[config.mk]
export PLATFORM = sky130hd
export DESIGN_NAME = msx_keyboard_matrix
export DESIGN_NICKNAME = d
export VERILOG_FILES = /design/src/rtl/msx_kbd_pkg.sv /design/src/rtl/msx_keymap.sv /design/src/rtl/msx_keyboard_matrix.sv
export SDC_FILE = /design/constraint.sdc
export NUM_CORES = 1
export LEC_CHECK = 0
export ABC_CLOCK_PERIOD_IN_PS = 2700
export BUFFER_PORTS_ARGS = -buffer_cell sky130_fd_sc_hd__buf_2
export CAP_MARGIN = 30
export CORE_MARGIN = 1.5
export CORE_UTILIZATION = 67
export DETAILED_ROUTE_END_ITERATION = 10
export PLACE_DENSITY = 0.95
export RECOVER_POWER = 25
export SLEW_MARGIN = 20
export SYNTH_ARGS = -nofsm -noshare
export SYNTH_HDL_FRONTEND = slang
export SYNTH_SLANG_ARGS = --single-unit
[constraint.sdc]
create_clock -name clk -period 2.7 [get_ports clk]
set_input_delay 0.27 -clock clk [delete_from_list [all_inputs] [get_ports clk]]
set_output_delay 0.27 -clock clk [all_outputs]
set_load 0.1 [all_outputs]
[src/rtl/msx_kbd_pkg.sv]
// rtl/msx_kbd_pkg.sv - shared types and constants for the MSX keyboard matrix
package msx_kbd_pkg;

  localparam int MSX_ROWS = 11;

  typedef enum logic [1:0] {IDLE, LOOKUP, APPLY} kbd_state_t;

  typedef struct packed {
    logic       valid;
    logic [3:0] row;
    logic [2:0] col;
  } keymap_entry_t;

  localparam keymap_entry_t KEY_NONE = '{valid: 1'b0, row: 4'd0, col: 3'd0};

  function automatic keymap_entry_t key_at(input logic [3:0] row, input logic [2:0] col);
    key_at = '{valid: 1'b1, row: row, col: col};
  endfunction

endpackage

[src/rtl/msx_keymap.sv]
// rtl/msx_keymap.sv - PS/2 set 2 {ext, code} to MSX matrix position, registered ROM
module msx_keymap
  import msx_kbd_pkg::*;
(
  input  logic          clk,
  input  logic [8:0]    i_addr,
  output keymap_entry_t o_entry
);

  keymap_entry_t w_entry;
  keymap_entry_t r_entry;

  // International layout; anything not listed (fake shifts, E1 pause, ...) is unmapped.
  always_comb begin
    w_entry = KEY_NONE;
    case (i_addr)
      9'h045: w_entry = key_at(4'd0, 3'd0);  // 0
      9'h016: w_entry = key_at(4'd0, 3'd1);
      9'h01E: w_entry = key_at(4'd0, 3'd2);
      9'h026: w_entry = key_at(4'd0, 3'd3);
      9'h025: w_entry = key_at(4'd0, 3'd4);
      9'h02E: w_entry = key_at(4'd0, 3'd5);
      9'h036: w_entry = key_at(4'd0, 3'd6);
      9'h03D: w_entry = key_at(4'd0, 3'd7);
      9'h03E: w_entry = key_at(4'd1, 3'd0);  // 8
      9'h046: w_entry = key_at(4'd1, 3'd1);
      9'h04E: w_entry = key_at(4'd1, 3'd2);
      9'h055: w_entry = key_at(4'd1, 3'd3);
      9'h05D: w_entry = key_at(4'd1, 3'd4);
      9'h054: w_entry = key_at(4'd1, 3'd5);
      9'h05B: w_entry = key_at(4'd1, 3'd6);
      9'h04C: w_entry = key_at(4'd1, 3'd7);
      9'h052: w_entry = key_at(4'd2, 3'd0);  // '
      9'h00E: w_entry = key_at(4'd2, 3'd1);
      9'h041: w_entry = key_at(4'd2, 3'd2);
      9'h049: w_entry = key_at(4'd2, 3'd3);
      9'h04A: w_entry = key_at(4'd2, 3'd4);
      9'h01C: w_entry = key_at(4'd2, 3'd6);  // A
      9'h032: w_entry = key_at(4'd2, 3'd7);
      9'h021: w_entry = key_at(4'd3, 3'd0);  // C
      9'h023: w_entry = key_at(4'd3, 3'd1);
      9'h024: w_entry = key_at(4'd3, 3'd2);
      9'h02B: w_entry = key_at(4'd3, 3'd3);
      9'h034: w_entry = key_at(4'd3, 3'd4);
      9'h033: w_entry = key_at(4'd3, 3'd5);
      9'h043: w_entry = key_at(4'd3, 3'd6);
      9'h03B: w_entry = key_at(4'd3, 3'd7);
      9'h042: w_entry = key_at(4'd4, 3'd0);  // K
      9'h04B: w_entry = key_at(4'd4, 3'd1);
      9'h03A: w_entry = key_at(4'd4, 3'd2);
      9'h031: w_entry = key_at(4'd4, 3'd3);
      9'h044: w_entry = key_at(4'd4, 3'd4);
      9'h04D: w_entry = key_at(4'd4, 3'd5);
      9'h015: w_entry = key_at(4'd4, 3'd6);
      9'h02D: w_entry = key_at(4'd4, 3'd7);
      9'h01B: w_entry = key_at(4'd5, 3'd0);  // S
      9'h02C: w_entry = key_at(4'd5, 3'd1);
      9'h03C: w_entry = key_at(4'd5, 3'd2);
      9'h02A: w_entry = key_at(4'd5, 3'd3);
      9'h01D: w_entry = key_at(4'd5, 3'd4);
      9'h022: w_entry = key_at(4'd5, 3'd5);
      9'h035: w_entry = key_at(4'd5, 3'd6);
      9'h01A: w_entry = key_at(4'd5, 3'd7);
      9'h012: w_entry = key_at(4'd6, 3'd0);  // left shift
      9'h059: w_entry = key_at(4'd6, 3'd0);
      9'h014: w_entry = key_at(4'd6, 3'd1);
      9'h011: w_entry = key_at(4'd6, 3'd2);
      9'h058: w_entry = key_at(4'd6, 3'd3);
      9'h111: w_entry = key_at(4'd6, 3'd4);  // right alt = CODE
      9'h005: w_entry = key_at(4'd6, 3'd5);
      9'h006: w_entry = key_at(4'd6, 3'd6);
      9'h004: w_entry = key_at(4'd6, 3'd7);
      9'h00C: w_entry = key_at(4'd7, 3'd0);  // F4
      9'h003: w_entry = key_at(4'd7, 3'd1);
      9'h076: w_entry = key_at(4'd7, 3'd2);
      9'h00D: w_entry = key_at(4'd7, 3'd3);
      9'h00A: w_entry = key_at(4'd7, 3'd4);
      9'h066: w_entry = key_at(4'd7, 3'd5);
      9'h00B: w_entry = key_at(4'd7, 3'd6);
      9'h05A: w_entry = key_at(4'd7, 3'd7);
      9'h15A: w_entry = key_at(4'd7, 3'd7);
      9'h029: w_entry = key_at(4'd8, 3'd0);  // space
      9'h16C: w_entry = key_at(4'd8, 3'd1);
      9'h170: w_entry = key_at(4'd8, 3'd2);
      9'h171: w_entry = key_at(4'd8, 3'd3);
      9'h16B: w_entry = key_at(4'd8, 3'd4);
      9'h175: w_entry = key_at(4'd8, 3'd5);
      9'h172: w_entry = key_at(4'd8, 3'd6);
      9'h174: w_entry = key_at(4'd8, 3'd7);
      9'h07C: w_entry = key_at(4'd9, 3'd0);  // keypad *
      9'h079: w_entry = key_at(4'd9, 3'd1);
      9'h14A: w_entry = key_at(4'd9, 3'd2);
      9'h070: w_entry = key_at(4'd9, 3'd3);
      9'h069: w_entry = key_at(4'd9, 3'd4);
      9'h072: w_entry = key_at(4'd9, 3'd5);
      9'h07A: w_entry = key_at(4'd9, 3'd6);
      9'h06B: w_entry = key_at(4'd9, 3'd7);
      9'h073: w_entry = key_at(4'd10, 3'd0); // keypad 5
      9'h074: w_entry = key_at(4'd10, 3'd1);
      9'h06C: w_entry = key_at(4'd10, 3'd2);
      9'h075: w_entry = key_at(4'd10, 3'd3);
      9'h07D: w_entry = key_at(4'd10, 3'd4);
      9'h07B: w_entry = key_at(4'd10, 3'd5);
      9'h071: w_entry = key_at(4'd10, 3'd7);
      default: w_entry = KEY_NONE;
    endcase
  end

  always_ff @(posedge clk) begin
    r_entry <= w_entry;
  end

  assign o_entry = r_entry;

endmodule

[src/rtl/msx_keyboard_matrix.sv]
// rtl/msx_keyboard_matrix.sv - PS/2 event to MSX 11x8 active-low key matrix for the PPI
module msx_keyboard_matrix
  import msx_kbd_pkg::*;
#(
  parameter int ROWS       = MSX_ROWS,
  parameter int PEND_DEPTH = 1
) (
  input  logic        clk,
  input  logic        rst,
  input  logic [10:0] ps2_key,
  input  logic        release_all,
  input  logic [3:0]  row_sel,
  input  logic        caps_n,
  output logic [7:0]  col_dout,
  output logic        caps_led,
  output logic        evt_overflow,
  output logic        busy
);

  localparam logic [4:0] ROWS_L = 5'(ROWS);

  if (PEND_DEPTH != 1) begin : g_pend_depth_unsupported
    $error("msx_keyboard_matrix: only PEND_DEPTH = 1 is implemented");
  end

  logic                  r_last_toggle;
  logic                  r_pend_valid;
  logic                  r_pend_pressed;
  logic [8:0]            r_pend_key;
  kbd_state_t            r_state;
  logic [8:0]            r_lk_addr;
  logic                  r_lk_pressed;
  logic [ROWS-1:0][7:0]  r_matrix;
  keymap_entry_t         w_entry;
  logic                  w_new_evt;
  logic                  w_take;

  assign w_new_evt = (ps2_key[10] != r_last_toggle);
  assign w_take    = (r_state == IDLE) && r_pend_valid;

  msx_keymap u_keymap (
    .clk     (clk),
    .i_addr  (r_lk_addr),
    .o_entry (w_entry)
  );

  always_ff @(posedge clk) begin
    if (rst) begin
      r_last_toggle  <= ps2_key[10];
      r_pend_valid   <= 1'b0;
      r_pend_pressed <= 1'b0;
      r_pend_key     <= 9'd0;
      r_state        <= IDLE;
      r_lk_addr      <= 9'd0;
      r_lk_pressed   <= 1'b0;
      r_matrix       <= '1;
      evt_overflow   <= 1'b0;
      busy           <= 1'b0;
    end else begin
      r_last_toggle <= ps2_key[10];
      if (w_new_evt && r_pend_valid)
        evt_overflow <= 1'b1;
      // release_all flushes everything, including a lookup about to be applied
      if (release_all) begin
        r_pend_valid <= 1'b0;
        r_matrix     <= '1;
        r_state      <= IDLE;
        busy         <= 1'b0;
      end else begin
        if (w_new_evt && !r_pend_valid) begin
          r_pend_valid   <= 1'b1;
          r_pend_pressed <= ps2_key[9];
          r_pend_key     <= ps2_key[8:0];
        end else if (w_take) begin
          r_pend_valid <= 1'b0;
        end
        case (r_state)
          IDLE: begin
            if (r_pend_valid) begin
              r_lk_addr    <= r_pend_key;
              r_lk_pressed <= r_pend_pressed;
              r_state      <= LOOKUP;
              busy         <= 1'b1;
            end
          end
          LOOKUP: r_state <= APPLY;
          APPLY: begin
            if (w_entry.valid && ({1'b0, w_entry.row} < ROWS_L))
              r_matrix[w_entry.row][w_entry.col] <= ~r_lk_pressed;
            r_state <= IDLE;
            busy    <= 1'b0;
          end
          default: begin
            r_state <= IDLE;
            busy    <= 1'b0;
          end
        endcase
      end
    end
  end

  // Read sees the matrix before any same-edge APPLY write.
  always_ff @(posedge clk) begin
    if (rst) begin
      col_dout <= 8'hFF;
      caps_led <= 1'b0;
    end else begin
      caps_led <= ~caps_n;
      col_dout <= ({1'b0, row_sel} < ROWS_L) ? r_matrix[row_sel] : 8'hFF;
    end
  end

endmodule
Word level (Yosys, flattened, before mapping). Cells that the tools add are included.

Logic and storage cells: 160. Bits in registers: 131. Output and inout bits: 11. Bits of input ports: 19.

Reductions and logical operators: 17. Bitwise logic cells: 5. Magnitude comparators: 7. Eq/ne operators: 92. Muxes and demuxes: 14.

Operators by type and width (count): 8-bit one-hot mux with 86 select lines (1); 9-bit by 7-bit equality test with 1-bit output, second input constant (36); 9-bit by 6-bit equality test with 1-bit output, second input constant (23); 9-bit by 5-bit equality test with 1-bit output, second input constant (10); 9-bit equality test, second input constant (10); 88-bit bitwise mux (1); 9-bit by 4-bit equality test with 1-bit output, second input constant (5); 8-bit binary-select mux with 4-bit select (1); 8-bit demux with 4-bit select (1); 9-bit by 3-bit equality test with 1-bit output, second input constant (3); 8-bit 2-to-1 mux (2); 4-bit by 5-bit < comparator with 1-bit output, second input constant (2); 9-bit by 2-bit equality test with 1-bit output, second input constant (1); 4-bit < comparator, second input constant (2); 2-bit OR reduction (4); 1-bit logical AND (6); 2-bit AND reduction (3); 1-bit NOT (5); 4-bit by 1-bit greater-or-equal comparator with 1-bit output, second input constant (1); 3-bit by 4-bit < comparator with 1-bit output, second input constant (1); 1-bit 2-to-1 mux (4); 2-bit one-hot mux with 2 select lines (1); 1-bit demux with 3-bit select (1); 3-bit by 1-bit greater-or-equal comparator with 1-bit output, second input constant (1); 10 further kinds (10).

Logic depth before layout (Yosys ltp). Gate-level depths: netlist (run 1).

Depth in word-level cells: 7. Mapped depth: 9. Mapped depth without buffers: 6.

By module. Synthesis (run 1) repeated with hierarchy kept, for this count alone.

Cell total of the unflattened synthesis: 865. Area, all modules: 7334.5 sq um.

Modules (own cells, without submodules): msx_keyboard_matrix (area an instance 5397.7 sq um, seq. area each 2462.4 sq um, times used 1, cells an instance 572); msx_keymap (area an instance 1936.9 sq um, seq. area each 160.2 sq um, times used 1, cells an instance 293).

Least setup slack after synthesis (run 1). OpenSTA, ideal clock, no wires.

Kind: register -> register. Start: register r_lk_addr[6]. End: register u_keymap.r_entry, in the netlist u_keymap.o_entry[7]. Cell stages (with the launch flop): 9. Setup time: 141 ps. Required time: 2559 ps. Period minus slack after synthesis: 1854 ps. Path slack: 846 ps. Data arrival time: 1713 ps. Path buffers: 2. Path through: dfxtp_1 buf_4 or3b_1 buf_4 nor2_1 a32o_1 or4_1 nor3_2 nand4_1.

Longest elaborated chain between the ends: 3. Elaborated cells on any way between the ends: 91. Those cells by class: 88 x eq/ne; 1 x mux; 2 x reduce/logical.

Ends and longest elaborated chain: start: declaration (RTL line msx_keyboard_matrix.sv:31) `logic [8:0] r_lk_addr;`; start signal: assignment (RTL line msx_keyboard_matrix.sv:80) `r_lk_addr <= r_pend_key;`; 9-bit by 7-bit equality test with 1-bit output, or another cell as far along (RTL line msx_keymap.sv:16) `case (i_addr)`; 2-bit OR reduction (no line); 8-bit one-hot mux with 86 select lines (*) (RTL line msx_keymap.sv:16); end signal: assignment (RTL line msx_keymap.sv:110) `r_entry <= w_entry;`; end: declaration (RTL line msx_keymap.sv:11) `keymap_entry_t r_entry;`.

Mark *: on every way between the ends. The rest lies on a longest branch, timed or not. A chain may end at the register's enable or synchronous reset.

Final worst setup path (run 1).
Start: register r_lk_addr[7]. End: register u_keymap.r_entry, in the netlist u_keymap.o_entry[0].

Same word-level chain as after synthesis.

==> results of run 1 <==
power breakdown:
part	switching (mW)	internal [mW]
clock network	0.911	1.16
logic	0.207	0.0768
registers	0.0164	1.96
worst max path at each step:
stage	start	depth (start not counted)	to	slack, ps
2_1_floorplan	r_lk_addr[6]	8	u_keymap.o_entry[7]	850
3_3_place_gp	r_lk_addr[8]	8	u_keymap.o_entry[0]	350
3_5_place_dp	r_lk_addr[8]	8	u_keymap.o_entry[0]	280
4_1_cts	r_lk_addr[7]	8	u_keymap.o_entry[0]	250
5_1_grt	r_lk_addr[7]	8	u_keymap.o_entry[0]	30
6_report	r_lk_addr[7]	8	u_keymap.o_entry[0]	160
final cells by class:
| cell class | instances | area share, % |
|---|---|---|
| Multi-Input combinational cell | 596 | 51.0 |
| Tap cell | 136 | 2.15 |
| Sequential cell | 131 | 33.1 |
| Timing Repair Buffer | 78 | 6.82 |
| Clock buffer | 18 | 5.40 |
| Clock inverter | 14 | 1.36 |
| Inverter | 3 | 0.142 |
worst max-delay path: cells and delay by family (launching register included):
family | cells | cell delay (ps)
compound gates | 3 | 940
buf+inv | 2 | 400
flops | 1 | 570
simple gates | 3 | 480
layer usage:
metal | wire, um | share of wire, % | track usage (%) | up-vias
met2 | 11300 | 47 | 72.4 | 648
met5 | 0 | 0 | 0 | -
li1 | - | - | - | 3235
met3 | 2520 | 11 | 12.2 | 185
met1 | 8230 | 34 | 48.5 | 3510
met4 | 1840 | 7.7 | 30.7 | 0
cell families (layout without fill, tap and decap cells):
family	count (synthesis)	after routing	synth area share [%]
buf+inv	102	113	6.41
flops	131	131	36.8
xor+xnor	4	4	0.492
simple gates	260	260	20.0
compound gates	296	296	28.4
mux	36	36	7.87
layout by cell type, fill, tap and decap left out, types with 4 or more instances in the layout:
cell,count
a2111oi_0,5
a21oi_1,28
buf_2,17
buf_4,39
clkbuf_1,12
clkbuf_16,16
clkinvlp_4,5
dfxtp_1,130
dlygate4sd3_1,7
mux2i_1,20
mux4_2,16
nand2_1,60
nand2b_1,12
nand3_1,21
nand3b_1,13
nand4_1,6
nor2_1,48
nor2b_1,9
nor3_1,26
nor3b_1,4
nor4_1,14
nor4b_1,4
nor4bb_1,4
o211ai_1,19
o21ai_0,108
o21ai_1,4
o311ai_0,69
o311ai_1,21
o31ai_1,7
or3_1,7
or4_1,5
state kept, by name (all words and copies together) (netlist names):
| register | flops |
|---|---|
| busy | 1 |
| r_pend_pressed | 1 |
| r_lk_addr | 9 |
| r_state | 2 |
| col_dout | 8 |
| r_pend_key | 9 |
| u_keymap.o_entry | 8 |
| r_lk_pressed | 1 |
| r_last_toggle | 1 |
| evt_overflow | 1 |
| r_matrix | 88 |
| r_pend_valid | 1 |
| caps_led | 1 |
stage by stage:
| stage | power (mW) | setup WS (ps) | utilization, % | hold slack (ps) | instance area (sq um) |
|---|---|---|---|---|---|
| detailed placement | 2.28 | 280 | 71.0 | 416 | 7330 |
| CTS | 4.31 | 249 | 76.9 | 6.11 | 7940 |
| finish | 4.33 | 158 | 76.8 | 7.62 | 7920 |
| floorplan | 2.21 | 846 | - | 298 | 7120 |
| global route | 4.44 | 28.0 | 76.8 | 7.70 | 7920 |
| global placement | 2.27 | 346 | 71.0 | 398 | 7330 |
==> metrics.md, run 1 <==
| Metric | Value |
|---|---|
| Remaining DRCs | 0 |
| Num ports | 30 |
| Status | complete, but fails checks |
| Yosys reg bits | between 100 and 150 |
| Leak pwr | 2.64 nW |
| Chip width | about 110 um |
| Post-DP HPWL | 15.1 mm |
| Area leader, netlist | dfxtp_1 |
| DRT Wirelength | between 20 and 25 mm |
| DIE HEIGHT | 106 um |
| Final setup TNS | 0 ps |
| Hold path start | ps2_key[7] |
| Hold Violations, Final | 0 |
| Unrepaired setup endpoints after global routing | false |
| Via count | roughly 7600 |
| Critical Path Source Type | register |
| Mapped Avg Cell Area | 8.59 sq um |
| Ant. Diodes | 0 |
| Non-filler cells, final | between 900 and 1000 |
| Net Count, Synth | approximately 850 |
| Setup Viol. Count Final | 0 |
| Crit path required time | 3100 ps |
| MaxCap Viol Count | 1 |
| Initial Util | 69.0% |
| Largest net degree at the start of global routing | 77 |
| Register area share after synthesis | between 30% and 40% |
| Hold Path Sink | r_pend_key[7] |
| WS Path Type | reg2reg |
| TritonCTS clock tree | done |
| CTS sink cnt | 131 |
| Final worst path period share | a little over nine tenths |
| CTS max path bufs | 2 |
| WHS Path Cells | 3 |
| Register area | around 2600 sq um |
| Worst Hold Class | in2reg |
| I/O Buffers | 29 |
| Worst r2r dst | u_keymap.o_entry[0] |
| First-pass GRT wire length | about 38 mm |
| Die area | roughly 11000 sq um |
| Post-Syn Area | 7120 sq um |
| R2r startpoint | r_lk_addr[7] |
| Post-synth ARST share | 0% |
| Crit-path slowest cell | dfxtp_1 |
| DR WL/cell | between 20 and 25 um |
| Core Rows | 37 |
| Failing checks | capacitance limit, slew limit |
| # fillers | 660 |
| Max rail drop VDD | 0.689 mV |
| CP endpoint kind | register |
| Clock latency on the worst-skew pair | roughly 540 ps |
| Vias per cell | between 7 and 8 |
| Initial antenna violation count | 0 |
| Crit-path cells | or3_1 -> nor2_1 -> o311ai_0 -> buf_4 -> a21oi_1 -> a2111oi_0 -> buf_4 -> nand3_1 |
| Gr ovfl total | 0 |
| Post-CTS setup buffer count | 0 |
| Fraction of layout cells with a size suffix above 1 | 14.4% |
| ANT nets after route | 0 |
| Fmax | ~390 MHz |
| CP most frequent cell | buf_4 |
| CTS clock-pin slew for the worst setup and hold paths | about 60 ps |
| Post-synth cell types | 75 |
| TritonCTS Buffers | 17 |
| Synth Flop Type | dfxtp_1 |
| Layout Skew | approximately 9.9 ps |
| Multi-input logic area | roughly 4000 sq um |
| Htree depth | 4 |
| Core area | a little over 10000 sq um |
| CP Data Arrival Time | approximately 2900 ps |
| Tot GR Track Use | between 40% and 50% |
| Max-slew violations | 11 |
| Total placed cells including tap cells | 936 |
| Reg2Reg Setup Slack | roughly 160 ps |
| Synth cell count leaders | dfxtp_1, o21ai_0, o311ai_0, nand2_1, clkbuf_1 |
| Clock Tree Root | clkbuf_8 |
| Critical Path Fanout Max | 14 |
| Number of global-route vias before repair | a little over 7000 |
| Nets@finish | roughly 850 |
| Worst slew margin | -15.9% |
| Post_cts resized | 0 |
| R2r worst-path depth | 8 |
| Area Growth Syn to Fin | 11.3% |
| P per Cell Area | 546 nW/um^2 |
| Max incr delay on CP | 570 ps |
| Post-synth EDFFs | 0 |
| Top cell type's share of synthesized area | 36.8% |
| Initial DRC count | 1175 |
| Post-Synthesis Cells | around 830 |
| Synth warn | 0 |
| Cell with the most instances after synthesis | dfxtp_1 |
| Tmin final | 2540 ps |
| Hold_buf cts | 7 |
| TritonRoute pass-1 iters | 7 |
| Largest cells by area after synthesis | dfxtp_1, o311ai_0, o21ai_0 |
| RD Place Congestion | 1.10 |
| Measured slew at the worst slew-check pin | between 1500 and 2000 ps |
(Power assumes the default switching activity.)
==> run 2: changes to the inputs <==
- ABC_CLOCK_PERIOD_IN_PS: 2700 -> 3300
- CORE_UTILIZATION: 67 -> 50
- PLACE_DENSITY: 0.95 -> 0.76
- clock period: 2.7 -> 3.3 ns (I/O delays scaled with it)
==> run 2 against run 1 <==
Combinational power fell by 27%. Global-route usage is 17 points lower. Largest cell class unchanged. The run still ends with capacitance limit, slew limit left. Sequential share of layout area is 0.75 points higher. Sequential power fell by 18%. Power down 16%. Clock skew grew 7.4 ps.
==> metrics.md, run 2 (synthesis results as in run 1) <==
| Metric | Value |
|---|---|
| Clock latency on the worst-skew pair | 420 ps (-120 ps) |
| Psw | 891 uW (-22%) |
| Tot GR Track Use | 27.2% (-17 points) |
| Clk network pwr share | 49.7% (+1.8 points) |
| ANT nets after route | 0 (unchanged) |
| Reg2Reg Setup Slack | 700 ps (+540 ps) |
| DR WL/cell | 20.1 um (-18%) |
| Hold Path Sink | r_last_toggle |
| Fraction of layout cells with a size suffix above 1 | 12.1% (-2.3 points) |
| WS Path Type | reg2reg |
| Final worst path period share | 78.9% (-15 points) |
| Htree depth | 4 (unchanged) |
| Critical Path Source Type | register |
| Unrepaired setup endpoints after global routing | false |
| Max rail drop VDD | 0.354 mV (-49%) |
| # fillers | 1246 (+89%) |
| Via count | 6761 (-11%) |
| Post-CTS setup buffer count | 0 (unchanged) |
| Remaining DRCs | 0 (unchanged) |
| Num ports | 30 (unchanged) |
| Top reg by flops | r_matrix |
| Biggest regs | r_matrix (88), r_lk_addr (9), r_pend_key (9) |
| Max FFs per register | 88 (unchanged) |
| Tmin final | 2600 ps (+62.0 ps) |
| Crit path required time | 3570 ps (+470 ps) |
| Worst r2r dst | u_keymap.o_entry[7] |
| First-pass GRT wire length | 31.7 mm (-16%) |
| Multi-input logic area | 4040 sq um (unchanged) |
| Number of global-route vias before repair | 5976 (-18%) |
| Setup Viol. Count Final | 0 (unchanged) |
| Critical Path Fanout Max | 19 (+5) |
| Post-DP Area | 7200 sq um (-1.7%) |
| Failing checks | capacitance limit, slew limit |
| Layout Skew | 17.3 ps (+7.37 ps) |
| Final setup TNS | 0 ps (unchanged) |
| Initial DRC count | 911 (-22%) |
| Hold_buf cts | 0 (-7) |
| Design internal power | 2.73 mW (-15%) |
| P per Cell Area | 467 nW/um^2 (-14%) |
| Initial antenna violation count | 0 (unchanged) |
| Most common library cell in the layout ignoring fill and taps | dfxtp_1 |
| DRT Wirelength | 19.9 mm (-17%) |
| Chip width | 122 um (+15%) |
| TritonCTS clock tree | done |
| Register area | 2620 sq um (unchanged) |
| Sw frac | 24.6% (-1.6 points) |
| Status | complete, but fails checks |
| Worst slew margin | -3.07% (+13 points) |
| Die area | 15000 sq um (+33%) |
| Logic pwr share | 5.7% (-0.9 points) |
| Max-slew violations | 90 (+79) |
| Largest net degree at the start of global routing | 90 (+17%) |
| TritonRoute pass-1 iters | 6 (-1) |
| R2r startpoint | r_lk_addr[3] |
| Fmax | 384 MHz (-2.4%) |
| Hold path start | ps2_key[10] |
| Clock Tree Root | clkbuf_16 |
| CP Data Arrival Time | 2870 ps (-70 ps) |
| Gr ovfl total | 0 (unchanged) |
| DIE HEIGHT | 122 um (+15%) |
| CTS sink cnt | 131 (unchanged) |
| Core Rows | 43 (+16%) |
| RD Place Congestion | 1.04 (-5.7%) |
| TritonCTS Buffers | 17 (unchanged) |
| Measured slew at the worst slew-check pin | 1550 ps (-169 ps) |
| Commonest non-fill, non-tap cells in the layout | dfxtp_1, o21ai_0, o311ai_0 |
| R2r worst-path depth | 6 (-2) |
| Initial Util | 51.3% (-18 points) |
| Post-DP HPWL | 12.9 mm (-15%) |
| CP endpoint kind | register |
| CTS max path bufs | 2 (unchanged) |
| Post_cts resized | 0 (unchanged) |
| Sequential Power Share | 44.6% (-1.0 points) |
| I/O Buffers | 29 (unchanged) |
| MaxCap Viol Count | 1 (unchanged) |
| Vias per cell | 6.82 (-12%) |
| Ant. Diodes | 0 (unchanged) |
| Area Growth Syn to Fin | 8.80% |
| Leak pwr | 2.52 nW (-4.8%) |
| WHS Path Cells | 1 (-2) |
| Hold Violations, Final | 0 (unchanged) |
| Worst Hold Class | in2reg |
| Nets@finish | 818 (-3.3%) |
| Final instance area | 7750 sq um (-2.2%) |
| Core area | 13900 sq um (+34%) |
| CTS clock-pin slew for the worst setup and hold paths | 60 ps (about the same) |
-- run 2: changes by cell type in the layout (fill, tap and decap cells not counted), sizes merged --
| cell | before | now |
|---|---|---|
| clkinvlp | 5 | 4 |
| dlygate4sd3 | 7 | 0 |
| buf | 58 | 37 |
| clkinv | 6 | 4 |
| inv | 6 | 5 |
| clkbuf | 31 | 33 |
| bufinv | 0 | 1 |
-- run 2: through the flow --
stage	total power, mW	utilization, %	instances	worst slack [ps]	hold WS [ps]
after floorplan	1.81	-	829	1450	358
after global placement	1.86	51.9	959	783	439
after detailed placement	1.86	51.9	959	772	444
after CTS	3.64	55.9	990	804	22.2
after global routing	3.73	55.8	991	580	45.0
final	3.62	55.8	991	696	53.2
-- run 2: layout make-up --
cell class | instances | area share, %
multi-input cells | 596 | 52.2
flip-flops and latches | 131 | 33.9
clock buffers | 20 | 5.89
repair buffers | 50 | 3.65
well taps | 180 | 2.91
clock inverters | 11 | 1.36
inverters | 3 | 0.145
-- run 2: critical path: stages, from the launching register on --
cell and delay, ps:
dfxtp_1 800, nand2b_1 470, and3b_1 320, o311ai_1 260
nand2_1 110, nor4_1 360, nand4_1 130
-- run 2: worst max-delay path by stage --
stage | start | endpoint | slack [ps] | cells after the start
floorplan | r_lk_addr[6] | u_keymap.o_entry[7] | 1450 | 8
global placement | r_lk_addr[3] | u_keymap.o_entry[7] | 780 | 6
detailed placement | r_lk_addr[3] | u_keymap.o_entry[7] | 770 | 6
CTS | r_lk_addr[3] | u_keymap.o_entry[7] | 800 | 6
global route | r_lk_addr[6] | u_keymap.o_entry[0] | 580 | 6
finish | r_lk_addr[3] | u_keymap.o_entry[7] | 700 | 6
-- run 2: power by group through the flow --
stage	logic (mW)	clock network (mW)	registers (mW)
after floorplan	0.112	0	1.70
after global placement	0.208	0	1.65
after detailed placement	0.209	0	1.65
after CTS	0.209	1.82	1.61
after global routing	0.223	1.89	1.62
final	0.208	1.80	1.61
-- run 2: layer usage --
layer  wire length [um]  track usage (%)  up-vias
li1                   -                -     3175
met1               8200             34.8     3138
met2               9470             43.6      368
met3               1390             5.34       80
met4                854             14.0        0
met5                  0                0        -
